`src/rtl/hazard_track_pipe_if.sv`:
```
// rtl/hazard_track_pipe_if.sv - ID-side tag inputs and forwarding/hazard outputs of hazard_track_pipe
//
// Purpose: bundles the destination/source tag inputs from ID, the flush/freeze
// controls, and the tag outputs consumed by the forwarding unit and the IF/ID
// stall logic.
// Modports:
//   master - pipeline control side (drives ID tags, flush_ex, mem_busy)
//   slave  - hazard_track_pipe (drives EX/MEM/WB tags, stall_if_id, bubble_ex)
// Parameter: REG_AW register-index width.

interface hazard_track_pipe_if #(
  parameter int REG_AW = 5
);
  logic              id_valid;
  logic [REG_AW-1:0] id_rd;
  logic              id_regwrite;
  logic              id_memread;
  logic [REG_AW-1:0] id_rs1;
  logic [REG_AW-1:0] id_rs2;
  logic              id_use_rs1;
  logic              id_use_rs2;
  logic              flush_ex;
  logic              mem_busy;

  logic [REG_AW-1:0] regrd_ex;
  logic              memread_ex;
  logic              regwrite_mem;
  logic [REG_AW-1:0] wr_mem;
  logic              regwrite_wb;
  logic [REG_AW-1:0] wr_wb;
  logic              stall_if_id;
  logic              bubble_ex;

  modport master (
    output id_valid, id_rd, id_regwrite, id_memread,
           id_rs1, id_rs2, id_use_rs1, id_use_rs2,
           flush_ex, mem_busy,
    input  regrd_ex, memread_ex, regwrite_mem, wr_mem,
           regwrite_wb, wr_wb, stall_if_id, bubble_ex
  );

  modport slave (
    input  id_valid, id_rd, id_regwrite, id_memread,
           id_rs1, id_rs2, id_use_rs1, id_use_rs2,
           flush_ex, mem_busy,
    output regrd_ex, memread_ex, regwrite_mem, wr_mem,
           regwrite_wb, wr_wb, stall_if_id, bubble_ex
  );
endinterface

```
`src/rtl/hazard_track_pipe.sv`:
```
// rtl/hazard_track_pipe.sv - destination-tag pipe with load-use, flush and memory-wait hazard control
//
// Purpose: carries rd/regwrite/memread tags from ID through EX, MEM and WB for
// the forwarding unit, detects load-use hazards that forwarding cannot cover,
// freezes while data memory is busy and inserts bubbles on branch flush.
// Ports:
//   clk           pipeline clock, rising edge
//   rst_n         asynchronous active-low reset
//   bus           hazard_track_pipe_if.slave (ID tags in, EX/MEM/WB tags and
//                 stall_if_id/bubble_ex out)
//   lu_stall_cnt  load-use stall cycle count  (only with HAZ_PERF_CNT_EN)
//   freeze_cnt    memory-wait freeze count    (only with HAZ_PERF_CNT_EN)
// Optional feature macro: HAZ_PERF_CNT_EN (adds the two perf counters and CNT_W).

module hazard_track_pipe #(
  parameter int REG_AW = 5
`ifdef HAZ_PERF_CNT_EN
  , parameter int CNT_W = 32
`endif
) (
  input  logic               clk,
  input  logic               rst_n,
  hazard_track_pipe_if.slave bus
`ifdef HAZ_PERF_CNT_EN
  , output logic [CNT_W-1:0] lu_stall_cnt
  , output logic [CNT_W-1:0] freeze_cnt
`endif
);

  // ID/EX, EX/MEM, MEM/WB tag registers
  logic [REG_AW-1:0] ex_rd;
  logic              ex_regwrite;
  logic              ex_memread;
  logic [REG_AW-1:0] mem_rd;
  logic              mem_regwrite;
  logic [REG_AW-1:0] wb_rd;
  logic              wb_regwrite;

  logic lu;
  logic load_bubble;  // ID/EX takes a bubble instead of the ID fields

  // A load to x0 never produces a usable value, so it never needs a stall.
  assign lu = bus.id_valid & ex_memread & (ex_rd != '0) &
              ((bus.id_use_rs1 & (bus.id_rs1 == ex_rd)) |
               (bus.id_use_rs2 & (bus.id_rs2 == ex_rd)));

  assign load_bubble = bus.flush_ex | lu | ~bus.id_valid;

  // Freeze beats flush (the flush source holds until memory is ready), and
  // flush beats load-use because the ID instruction is wrong-path anyway.
  always_comb begin
    bus.stall_if_id = 1'b0;
    bus.bubble_ex   = 1'b0;
    if (rst_n) begin
      if (bus.mem_busy) begin
        bus.stall_if_id = 1'b1;
      end else if (bus.flush_ex) begin
        bus.bubble_ex = 1'b1;
      end else if (lu) begin
        bus.stall_if_id = 1'b1;
        bus.bubble_ex   = 1'b1;
      end
    end
  end

  always_ff @(posedge clk or negedge rst_n) begin
    if (!rst_n) begin
      ex_rd        <= '0;
      ex_regwrite  <= 1'b0;
      ex_memread   <= 1'b0;
      mem_rd       <= '0;
      mem_regwrite <= 1'b0;
      wb_rd        <= '0;
      wb_regwrite  <= 1'b0;
    end else if (!bus.mem_busy) begin
      wb_rd        <= mem_rd;
      wb_regwrite  <= mem_regwrite;
      mem_rd       <= ex_rd;
      mem_regwrite <= ex_regwrite;
      if (load_bubble) begin
        ex_rd       <= '0;
        ex_regwrite <= 1'b0;
        ex_memread  <= 1'b0;
      end else begin
        ex_rd       <= bus.id_rd;
        ex_regwrite <= bus.id_regwrite;
        ex_memread  <= bus.id_memread;
      end
    end
  end

  assign bus.regrd_ex     = ex_rd;
  assign bus.memread_ex   = ex_memread;
  assign bus.regwrite_mem = mem_regwrite;
  assign bus.wr_mem       = mem_rd;
  assign bus.regwrite_wb  = wb_regwrite;
  assign bus.wr_wb        = wb_rd;

`ifdef HAZ_PERF_CNT_EN
  always_ff @(posedge clk or negedge rst_n) begin
    if (!rst_n) begin
      lu_stall_cnt <= '0;
      freeze_cnt   <= '0;
    end else begin
      if (bus.mem_busy) begin
        freeze_cnt <= freeze_cnt + 1'b1;
      end else if (!bus.flush_ex && lu) begin
        lu_stall_cnt <= lu_stall_cnt + 1'b1;
      end
    end
  end
`endif

endmodule

```
`src/flat_wrapper.sv`:
```
// flat-port wrapper written by rule: the top's interface ports become plain ports
module hazard_track_pipe_flat 
#(
  parameter int REG_AW = 5

)
  (clk, rst_n, bus_id_valid, bus_id_rd, bus_id_regwrite, bus_id_memread, bus_id_rs1, bus_id_rs2, bus_id_use_rs1, bus_id_use_rs2, bus_flush_ex, bus_mem_busy, bus_regrd_ex, bus_memread_ex, bus_regwrite_mem, bus_wr_mem, bus_regwrite_wb, bus_wr_wb, bus_stall_if_id, bus_bubble_ex);
  hazard_track_pipe_if #(.REG_AW(REG_AW)) bus_i ();
  input  logic clk;
  input  logic rst_n;
  input wire logic [$bits(bus_i.id_valid)-1:0] bus_id_valid;
  input wire logic [$bits(bus_i.id_rd)-1:0] bus_id_rd;
  input wire logic [$bits(bus_i.id_regwrite)-1:0] bus_id_regwrite;
  input wire logic [$bits(bus_i.id_memread)-1:0] bus_id_memread;
  input wire logic [$bits(bus_i.id_rs1)-1:0] bus_id_rs1;
  input wire logic [$bits(bus_i.id_rs2)-1:0] bus_id_rs2;
  input wire logic [$bits(bus_i.id_use_rs1)-1:0] bus_id_use_rs1;
  input wire logic [$bits(bus_i.id_use_rs2)-1:0] bus_id_use_rs2;
  input wire logic [$bits(bus_i.flush_ex)-1:0] bus_flush_ex;
  input wire logic [$bits(bus_i.mem_busy)-1:0] bus_mem_busy;
  output wire logic [$bits(bus_i.regrd_ex)-1:0] bus_regrd_ex;
  output wire logic [$bits(bus_i.memread_ex)-1:0] bus_memread_ex;
  output wire logic [$bits(bus_i.regwrite_mem)-1:0] bus_regwrite_mem;
  output wire logic [$bits(bus_i.wr_mem)-1:0] bus_wr_mem;
  output wire logic [$bits(bus_i.regwrite_wb)-1:0] bus_regwrite_wb;
  output wire logic [$bits(bus_i.wr_wb)-1:0] bus_wr_wb;
  output wire logic [$bits(bus_i.stall_if_id)-1:0] bus_stall_if_id;
  output wire logic [$bits(bus_i.bubble_ex)-1:0] bus_bubble_ex;
  assign bus_i.id_valid = bus_id_valid;
  assign bus_i.id_rd = bus_id_rd;
  assign bus_i.id_regwrite = bus_id_regwrite;
  assign bus_i.id_memread = bus_id_memread;
  assign bus_i.id_rs1 = bus_id_rs1;
  assign bus_i.id_rs2 = bus_id_rs2;
  assign bus_i.id_use_rs1 = bus_id_use_rs1;
  assign bus_i.id_use_rs2 = bus_id_use_rs2;
  assign bus_i.flush_ex = bus_flush_ex;
  assign bus_i.mem_busy = bus_mem_busy;
  assign bus_regrd_ex = bus_i.regrd_ex;
  assign bus_memread_ex = bus_i.memread_ex;
  assign bus_regwrite_mem = bus_i.regwrite_mem;
  assign bus_wr_mem = bus_i.wr_mem;
  assign bus_regwrite_wb = bus_i.regwrite_wb;
  assign bus_wr_wb = bus_i.wr_wb;
  assign bus_stall_if_id = bus_i.stall_if_id;
  assign bus_bubble_ex = bus_i.bubble_ex;
  hazard_track_pipe #(.REG_AW(REG_AW)) u_core (.clk(clk), .rst_n(rst_n), .bus(bus_i));
endmodule
```
`config.mk`:
```
export PLATFORM = sky130hd
export DESIGN_NAME = hazard_track_pipe_flat
export DESIGN_NICKNAME = d
export VERILOG_FILES = /design/src/rtl/hazard_track_pipe_if.sv /design/src/rtl/hazard_track_pipe.sv /design/src/flat_wrapper.sv
export SDC_FILE = /design/constraint.sdc
export NUM_CORES = 1
export LEC_CHECK = 0
export ABC_AREA = 1
export CAP_MARGIN = 20
export CORE_MARGIN = 4
export CORE_UTILIZATION = 45
export CTS_BUF_LIST = sky130_fd_sc_hd__clkbuf_4 sky130_fd_sc_hd__clkbuf_8 sky130_fd_sc_hd__clkbuf_16
export CTS_CLUSTER_SIZE = 25
export DETAILED_ROUTE_END_ITERATION = 6
export GPL_TIMING_DRIVEN = 0
export PLACE_DENSITY = 0.94
export SLEW_MARGIN = 0
export SYNTH_ARGS = -nofsm -noshare
export SYNTH_HDL_FRONTEND = slang
export SYNTH_SLANG_ARGS = --single-unit
```
`constraint.sdc`:
```
create_clock -name clk -period 3.3 [get_ports clk]
set_input_delay 0.33 -clock clk [delete_from_list [all_inputs] [get_ports clk]]
set_output_delay 0.33 -clock clk [all_outputs]
set_load 0.02 [all_outputs]
```
# Word level (Yosys, flattened, before mapping)

Cells that the tools add are included.

Output and inout bits: 20
Input port bits: 24
Word-level logic and storage cells: 29
Register bits: 19

Muxes and demuxes: 10
Equality and inequality tests: 2
Bitwise logic cells: 9
Reduce and logical (&&, ||, !) cells: 1

Operators by type and width:

| kind              | count |
|---|---|
| $eq 5x5->1        | 2 |
| $mux 1            | 9 |
| $and 1x1->1       | 5 |
| $mux 5            | 1 |
| $reduce_bool 5->1 | 1 |
| $or 1x1->1        | 3 |
| $not 1->1         | 1 |

# Depth between registers and ports, before layout

Gate-level depths: netlist (run 1).

Depth in word-level cells: 8
Gate-level depth with buffers: 9
Mapped depth without buffers: 9

# Least setup slack after synthesis (run 1)

OpenSTA, ideal clock, no wires.

Path type: register to output
From: register u_core.ex_rd[4], in the netlist u_core.bus.regrd_ex[4]
To: output port bus_stall_if_id
Setup slack: 1.707 ns
Stages on the path, launching flop included: 9
Data arrival time: 1.263 ns
Path buffers: 0
Data required time: 2.970 ns
Cell sequence: dfrtp_1 -> inv_2 -> nand2_1 -> nand2_1 -> nor2_2 -> nand3_1 -> nand2_2 -> nand3_1 -> a21boi_2

Word-level cells in the longest chain between the ends: 8
Elaborated cells between the ends (all ways): 12
Classes of those cells: eq/ne: 2; mux: 4; bitwise: 5; reduce/logical: 1

RTL lines:

| element                               | line                                             | RTL |
|---|---|---|
| start: declaration                    | hazard_track_pipe.sv:31                          | `logic [REG_AW-1:0] ex_rd;` |
| start signal: assignment              | hazard_track_pipe.sv:85                          | `ex_rd <= bus.id_rd;` |
| $eq 5x5->1, on equally long branches  | hazard_track_pipe.sv:44, hazard_track_pipe.sv:45 |  |
| $and 1x1->1, on equally long branches | hazard_track_pipe.sv:44, hazard_track_pipe.sv:45 |  |
| $or 1x1->1                            | hazard_track_pipe.sv:44                          | `((bus.id_use_rs1 & (bus.id_rs1 == ex_rd)) \|` |
| $and 1x1->1 (*)                       | hazard_track_pipe.sv:43                          | `assign lu = bus.id_valid & ex_memread & (ex_rd != '0) &` |
| $mux 1 (*)                            | hazard_track_pipe.sv:59                          | `end else if (lu) begin` |
| $mux 1 (*)                            | hazard_track_pipe.sv:57                          | `end else if (bus.flush_ex) begin` |
| $mux 1 (*)                            | hazard_track_pipe.sv:55                          | `if (bus.mem_busy) begin` |
| $mux 1 (*)                            | hazard_track_pipe.sv:54                          | `if (rst_n) begin` |
| end: declaration                      | flat_wrapper.sv:27                               | `output wire logic [$bits(bus_i.stall_if_id)-1:0] bus_stall_if_id;` |

Mark *: on every way between the ends. The rest lies on a longest branch, timed or not.

# Worst setup path after layout (run 1)

From: input port rst_n
To: output port bus_stall_if_id

Word-level cells in the longest chain between the ends: 1

RTL lines:

| element            | line                    | RTL |
|---|---|---|
| start: declaration | flat_wrapper.sv:10      | `input logic rst_n;` |
| $mux 1             | hazard_track_pipe.sv:54 |  |

Every way passes these cells.

==> impl_metrics.csv, run 1 <==
group,metric,value,unit
cells_and_area,final_nets,224,
route,viasPerCell,4.84,
floorplan,die_x,56.0,microns
pwr,seq_power_share,0.499,
sta,period_share,0.794,
cts,cts_tree,"done",
outcome,status,"finished, final reports clean",
yosys,yosysTopAreaCell,"dfrtp_1",
global_route,grt_max_degree,22,
setup_path,r2r_cells,9,
cts,clkLatencyLatePin,0.30,ns
yosys,synth_top_area_share,0.459,
route,drc,0,
setup_path,rrSetupSlack,2.01,ns
setup_path,cp.required,2.97,ns
yosys,netlist_top_cells_count,"69 x nand2_1, 19 x dfrtp_1, 16 x inv_1",
sta,setup_ws,0.680,ns
cells_and_area,regArea,475,sq um
yosys,synth_ff_type,"dfrtp_1",
setup_path,critPathCaptureType,"output pin",
pwr,p_comb_frac,0.268,
cells_and_area,drive_gt1_frac,0.0804,
sta,setup_tns,0,ns
yosys,syn_area,1030,sq um
setup_path,r2r-start,"u_core.bus.regrd_ex[1]",
cells_and_area,fill_cells,197,
floorplan,ios,44,
sta,min_period,2.62,ns
global_route,grt_pass1_wl,4.45,mm
yosys,netlist_instances,153,
setup_path,r2r-end,"u_core.bus.regrd_ex[3]",
worst_hold_path,min_path_type,"in2reg",
sta,fin_skew,0.0103,ns
global_route,antenna_found_initial,0,
yosys,ys_top_cells_by_area,"dfrtp_1 46%, nand2_1 25%, inv_1 5.8%",
pwr,p_leak,0.809,nW
floorplan,start_util,0.472,
sta,rsz0062_at_grt,"false",
floorplan,core,2190,sq um
route,vias,1098,
yosys,syn_area_per_cell,6.76,sq um
yosys,synth_top_family_by_area,"simple AND/OR/NAND/NOR gates",
setup_path,path_max_fanout,21,
yosys,synthAdderAreaFrac,0,
cts,postCtsSetupBuffers,0,
yosys,ys_ff_latch,19,
cts,cts_buffers,3,
cells_and_area,multi_input_area,454,sq um
cts,clockRootBuffer,"clkbuf_4",
pwr,pwr-share-clk,0.233,
yosys,synth_cell_types,15,
yosys,yosysMostFrequentCell,"nand2_1",
cells_and_area,final_util,0.694,
worst_hold_path,holdPathStages,3,
pwr,power_switching,0.163,mW
place,dpl_worst_slack,0.637,ns
place,gp_congestion,0.872,
yosys,synth.net_count,177,
sta,slew_viol_final,0,
cts,cts_buffer_depth,2,
global_route,grt_pass1_vias,1029,
yosys,yosys_warnings,0,
cts,hold_buffers,0,
floorplan,die_y,56.0,microns
pwr,p_per_area,346,nW/um^2
pwr,sw_frac_of_total,0.309,
sta,fmax,382,MHz
floorplan,rows,17,
yosys,synth_xor_area_frac,0,
sta,relSlewSlack,0.404,
yosys,synth_enable_flop_cells,0,
job,cap_violations,0,
setup_path,critPathArrivalTime,2.29,ns
pwr,vdd_drop_max,204,uV
yosys,synthSimpleGateAreaFrac,0.395,
setup_path,start_kind,"input pin",
sta,finalHoldViolations,0,
yosys,ys_async_sr_fraction,1.00,
route,routed_wl,2.67,mm
worst_hold_path,worstHoldEndpoint,"u_core.bus.regrd_ex[0]",
cells_and_area,n_antenna_cell,0,
cts,clock_sinks,19,
cts,cts.repair.resized,0,
pwr,power,0.526,mW
cells_and_area,area.growth.synth_to_final,46.9,%
place,port_buffers,42,
worst_hold_path,hp-start,"bus_id_valid",
floorplan,die-area,3130,sq um
yosys,synth_seq_area_share,0.459,
sta,setup_viol,0,
cts,clkTransAtPathRegs,0.12,ns
route,drt_iter0_drc,20,
place,hpwlAfterDp,2.06,mm
cts,h-tree-depth,1,
sta,worst_slew_pin_slew,0.890,ns
yosys,synth.area.mux_share,0,
route,first_pass_iters,4,
setup_path,critPathKind,"in2out",
global_route,grt_usage,0.179,
pwr,internal-power,0.363,mW
global_route,grt-ovfl-total,0,
route,wire_per_inst,11.7,microns
yosys,synth-compound-area-share,0.0435,
route,antenna_left,0,
==> layout by cell type (no fill, tap or decap) <==
cell type	n
a21boi_2	1
a21oi_2	1
clkbuf_1	4
clkbuf_4	3
clkdlybuf4s50_1	42
clkinv_1	1
clkinvlp_4	1
dfrtp_1	19
inv_1	16
inv_2	7
nand2_1	69
nand2_2	1
nand2_4	1
nand3_1	4
nand4_1	8
nor2_1	15
nor2_2	1
o21ai_0	5
==> worst max-delay path, cell delays in order <==
cell and delay, ns:
clkdlybuf4s50_1 1.05, a21boi_2 0.29, clkdlybuf4s50_1 0.61
==> power by group through the flow <==
stage          clock [mW]  combinational, mW  sequential, mW
6_report            0.122              0.141           0.263
3_3_place_gp            0              0.138           0.266
4_1_cts             0.125              0.142           0.262
5_1_grt             0.133              0.154           0.265
3_5_place_dp            0              0.142           0.267
2_1_floorplan           0             0.0462           0.284
==> per-stage QoR <==
step	std cells	area, sq um	hold WS [ns]
final	227	1520	0.389
after global routing	227	1520	0.412
after CTS	227	1520	0.383
after detailed placement	223	1490	0.464
after global placement	223	1490	0.453
after floorplan	153	1030	0.0344
==> area by class of cell <==
cell class / instances / area share
plain buffers: 4 / 0.00988
clock buffers: 3 / 0.0148
clock inverters: 1 / 0.00494
inverters: 24 / 0.0593
multi-input cells: 106 / 0.299
flip-flops and latches: 19 / 0.313
well taps: 28 / 0.0230
repair buffers: 42 / 0.277
==> flip-flops by register name (all words and copies together) (netlist names) <==
register and count:
u_core.bus.regwrite_wb 1, u_core.bus.regwrite_mem 1, u_core.bus.wr_wb 5, u_core.ex_regwrite 1, u_core.bus.regrd_ex 5, u_core.bus.memread_ex 1
u_core.bus.wr_mem 5
==> worst max-delay path by stage <==
| stage | start | endpoint | slack (ns) |
|---|---|---|---|
| global route | rst_n | bus_bubble_ex | 0.47 |
| floorplan | u_core.bus.regrd_ex[4] | bus_stall_if_id | 1.71 |
| global placement | rst_n | bus_stall_if_id | 0.66 |
| CTS | rst_n | bus_stall_if_id | 0.62 |
| finish | rst_n | bus_stall_if_id | 0.68 |
| detailed placement | rst_n | bus_stall_if_id | 0.64 |
==> logic make-up (layout without fill, tap and decap cells) <==
| group | count (synthesis) | count (layout) |
|---|---|---|
| AOI/OAI and AO/OA | 7 | 7 |
| buffers and inverters | 28 | 74 |
| DFF | 19 | 19 |
| and+or+nand+nor | 99 | 99 |
==> per-layer routing <==
layer / up-vias / share of wire / GRT usage
li1: 554 / - / -
met1: 497 / 0.38 / 0.212
met2: 43 / 0.53 / 0.328
met3: 4 / 0.077 / 0.0302
met4: 0 / 0.0094 / 0.0576
met5: - / 0 / 0
(Power assumes the default switching activity.)
==> inputs of run 2 (changes only) <==
--- a/config.mk
+++ b/config.mk
@@ -8,12 +8,12 @@
 export ABC_AREA = 1
 export CAP_MARGIN = 20
 export CORE_MARGIN = 4
-export CORE_UTILIZATION = 45
+export CORE_UTILIZATION = 41
 export CTS_BUF_LIST = sky130_fd_sc_hd__clkbuf_4 sky130_fd_sc_hd__clkbuf_8 sky130_fd_sc_hd__clkbuf_16
 export CTS_CLUSTER_SIZE = 25
 export DETAILED_ROUTE_END_ITERATION = 6
 export GPL_TIMING_DRIVEN = 0
-export PLACE_DENSITY = 0.94
+export PLACE_DENSITY = 0.88
 export SLEW_MARGIN = 0
 export SYNTH_ARGS = -nofsm -noshare
 export SYNTH_HDL_FRONTEND = slang
==> constraint.sdc (replaced) <==
create_clock -name clk -period 2.45 [get_ports clk]
set_input_delay 0.245 -clock clk [delete_from_list [all_inputs] [get_ports clk]]
set_output_delay 0.245 -clock clk [all_outputs]
set_load 0.02 [all_outputs]
==> run 2 against run 1 <==
  * Wire length decreased by 1.8%
  * Clock power increased by 34%
  * Worst hold slack got worse by 0.23 ns
  * Power increased by 34%
  * Utilization decreased by 3.1 points
  * Worst setup slack got worse by 0.58 ns
  * Sequential cell count unchanged
  * Die area increased by 8.3%
  * Final area increased by 0.16%
==> impl_metrics.csv, run 2 (synthesis gave the netlist of run 1 again) <==
group,metric,value,unit
outcome,status,"finished, final reports clean",
cts,cts_buffers,3,
cells_and_area,n_antenna_cell,0,
setup_path,slowest_delay,0.61,ns
floorplan,die-area,3390,sq um
setup_path,critPathCaptureType,"output pin",
floorplan,start_util,0.450,
cts,h-tree-depth,1,
sta,fmax,426,MHz
setup_path,critPathKind,"reg2out",
sta,fin_skew,0.00219,ns
setup_path,path_max_fanout,8,
setup_path,worstSetupPathDepth,9,
sta,setup_ws,0.105,ns
sta,slew_viol_final,0,
route,wire_per_inst,11.5,microns
pwr,pwr-share-clk,0.232,
place,place_area,1490,sq um
cts,clkLatencyLatePin,0.31,ns
cells_and_area,fill_cells,199,
global_route,grt-ovfl-total,0,
route,viasPerCell,4.82,
setup_path,slowest_stage,"clkdlybuf4s50_1",
global_route,grt_max_degree,22,
setup_path,critPathBufInv,2,
sta,finalHoldViolations,0,
pwr,sw_frac_of_total,0.309,
sta,worst_slew_pin_slew,0.891,ns
sta,setup_viol,0,
route,vias,1094,
setup_path,start_kind,"flop",
cells_and_area,final_cell_mix,"69 x nand2_1, 40 x clkdlybuf4s50_1, 16 x inv_1, 16 x dfrtp_1, 15 x nor2_1",
job,cap_violations,0,
place,dpl_worst_slack,-0.0277,ns
cells_and_area,area.growth.synth_to_final,47.2,%
route,first_pass_iters,4,
worst_hold_path,min_path_type,"in2async",
cells_and_area,stdcell_area,1520,sq um
sta,min_period,2.35,ns
floorplan,ios,44,
pwr,p_comb_frac,0.267,
cells_and_area,regArea,479,sq um
setup_path,cp.required,2.20,ns
pwr,seq_power_share,0.502,
pwr,p_leak,0.824,nW
setup_path,r2r_cells,9,
cells_and_area,final_util,0.663,
sta,rsz0062_at_grt,"false",
floorplan,rows,17,
floorplan,core,2300,sq um
cts,clockRootBuffer,"clkbuf_4",
pwr,power_switching,0.218,mW
floorplan,die_x,58.2,microns
global_route,grt_pass1_wl,4.28,mm
setup_path,path_cells,"inv_2 -> nand2_1 -> nand2_1 -> nor2_1 -> nand3_1 -> nand2_2 -> nand2_4 -> a21oi_2 -> clkdlybuf4s50_1",
pwr,internal-power,0.488,mW
place,gp_congestion,0.830,
sta,hold_ws,0.162,ns
cts,clock_sinks,19,
cells_and_area,final_nets,224,
global_route,grt_pass1_vias,988,
route,antenna_left,0,
sta,period_share,0.957,
cts,cts_buffer_depth,2,
cts,clkTransAtPathRegs,0.11,ns
place,hpwlAfterDp,2.13,mm
cells_and_area,multi_input_area,454,sq um
place,port_buffers,42,
route,drc,0,
route,routed_wl,2.62,mm
setup_path,crit_family,"buffers and inverters",
cts,cts_tree,"done",
pwr,p_per_area,464,nW/um^2
setup_path,crit_top_cell,"nand2_1",
floorplan,die_y,58.2,microns
route,drt_iter0_drc,13,
global_route,grt_usage,0.164,
cells_and_area,drive_gt1_frac,0.0955,
sta,relSlewSlack,0.406,
pwr,vdd_drop_max,298,uV
global_route,antenna_found_initial,0,
cells_and_area,final_common_cell,"nand2_1",
setup_path,critPathArrivalTime,2.10,ns
[run 2: timing repair]
action	in CTS	in global routing
buffers inserted	0	0
gates resized for setup	1	4
endpoints found under the setup margin	2	2
hold buffers	0	0
endpoints found under the hold margin	0	0
[run 2: power by group through the flow]
stage | logic (mW) | registers [mW] | clock network, mW
global placement | 0.185 | 0.358 | 0
CTS | 0.190 | 0.354 | 0.167
finish | 0.188 | 0.355 | 0.164
floorplan | 0.0623 | 0.382 | 0
detailed placement | 0.190 | 0.360 | 0
global route | 0.205 | 0.358 | 0.181
[run 2: final cells by class]
class                      count  share of cell area
tap                           28              0.0230
timing repair buffer          42               0.277
clock inverter                 1             0.00329
inverter                      24              0.0592
buffer                         4             0.00986
multi-input combinational    106               0.298
sequential                    19               0.315
clock buffer                   3              0.0148
[run 2: final timing paths]
kind,from,to,slack [ns]
setup reg to reg,u_core.bus.regrd_ex[3],u_core.bus.regrd_ex[1],1.12
min in group clk,bus_id_valid,u_core.bus.regrd_ex[4],0.31
hold / removal,rst_n,u_core.bus.wr_wb[1],0.16
setup / recovery,u_core.bus.regrd_ex[3],bus_bubble_ex,0.10
hold reg to reg,u_core.ex_regwrite,u_core.ex_regwrite,0.49
max in group asynchronous,rst_n,u_core.bus.regrd_ex[1],1.69
[run 2: worst reg2reg max path: cells and delay by family, from the launching register on]
family,cells,cell delay [ns]
buffers and inverters,1,0.08
flip-flops,1,0.45
AND/OR/NAND/NOR,8,0.68
[run 2: routing by layer]
layer  GRT usage  part of all wire  vias up
li1            -                 -      554
met1       0.194              0.41      506
met2       0.289              0.52       29
met3      0.0267             0.060        5
met4      0.0762             0.016        0
met5           0                 0        -
[run 2: per-stage QoR]
stage / std cells / power, mW / TNS [ns]
floorplan: 153 / 0.445 / 0
global placement: 223 / 0.543 / -0.00120
detailed placement: 223 / 0.550 / -0.0545
CTS: 227 / 0.711 / 0
global route: 227 / 0.744 / 0
finish: 227 / 0.707 / 0
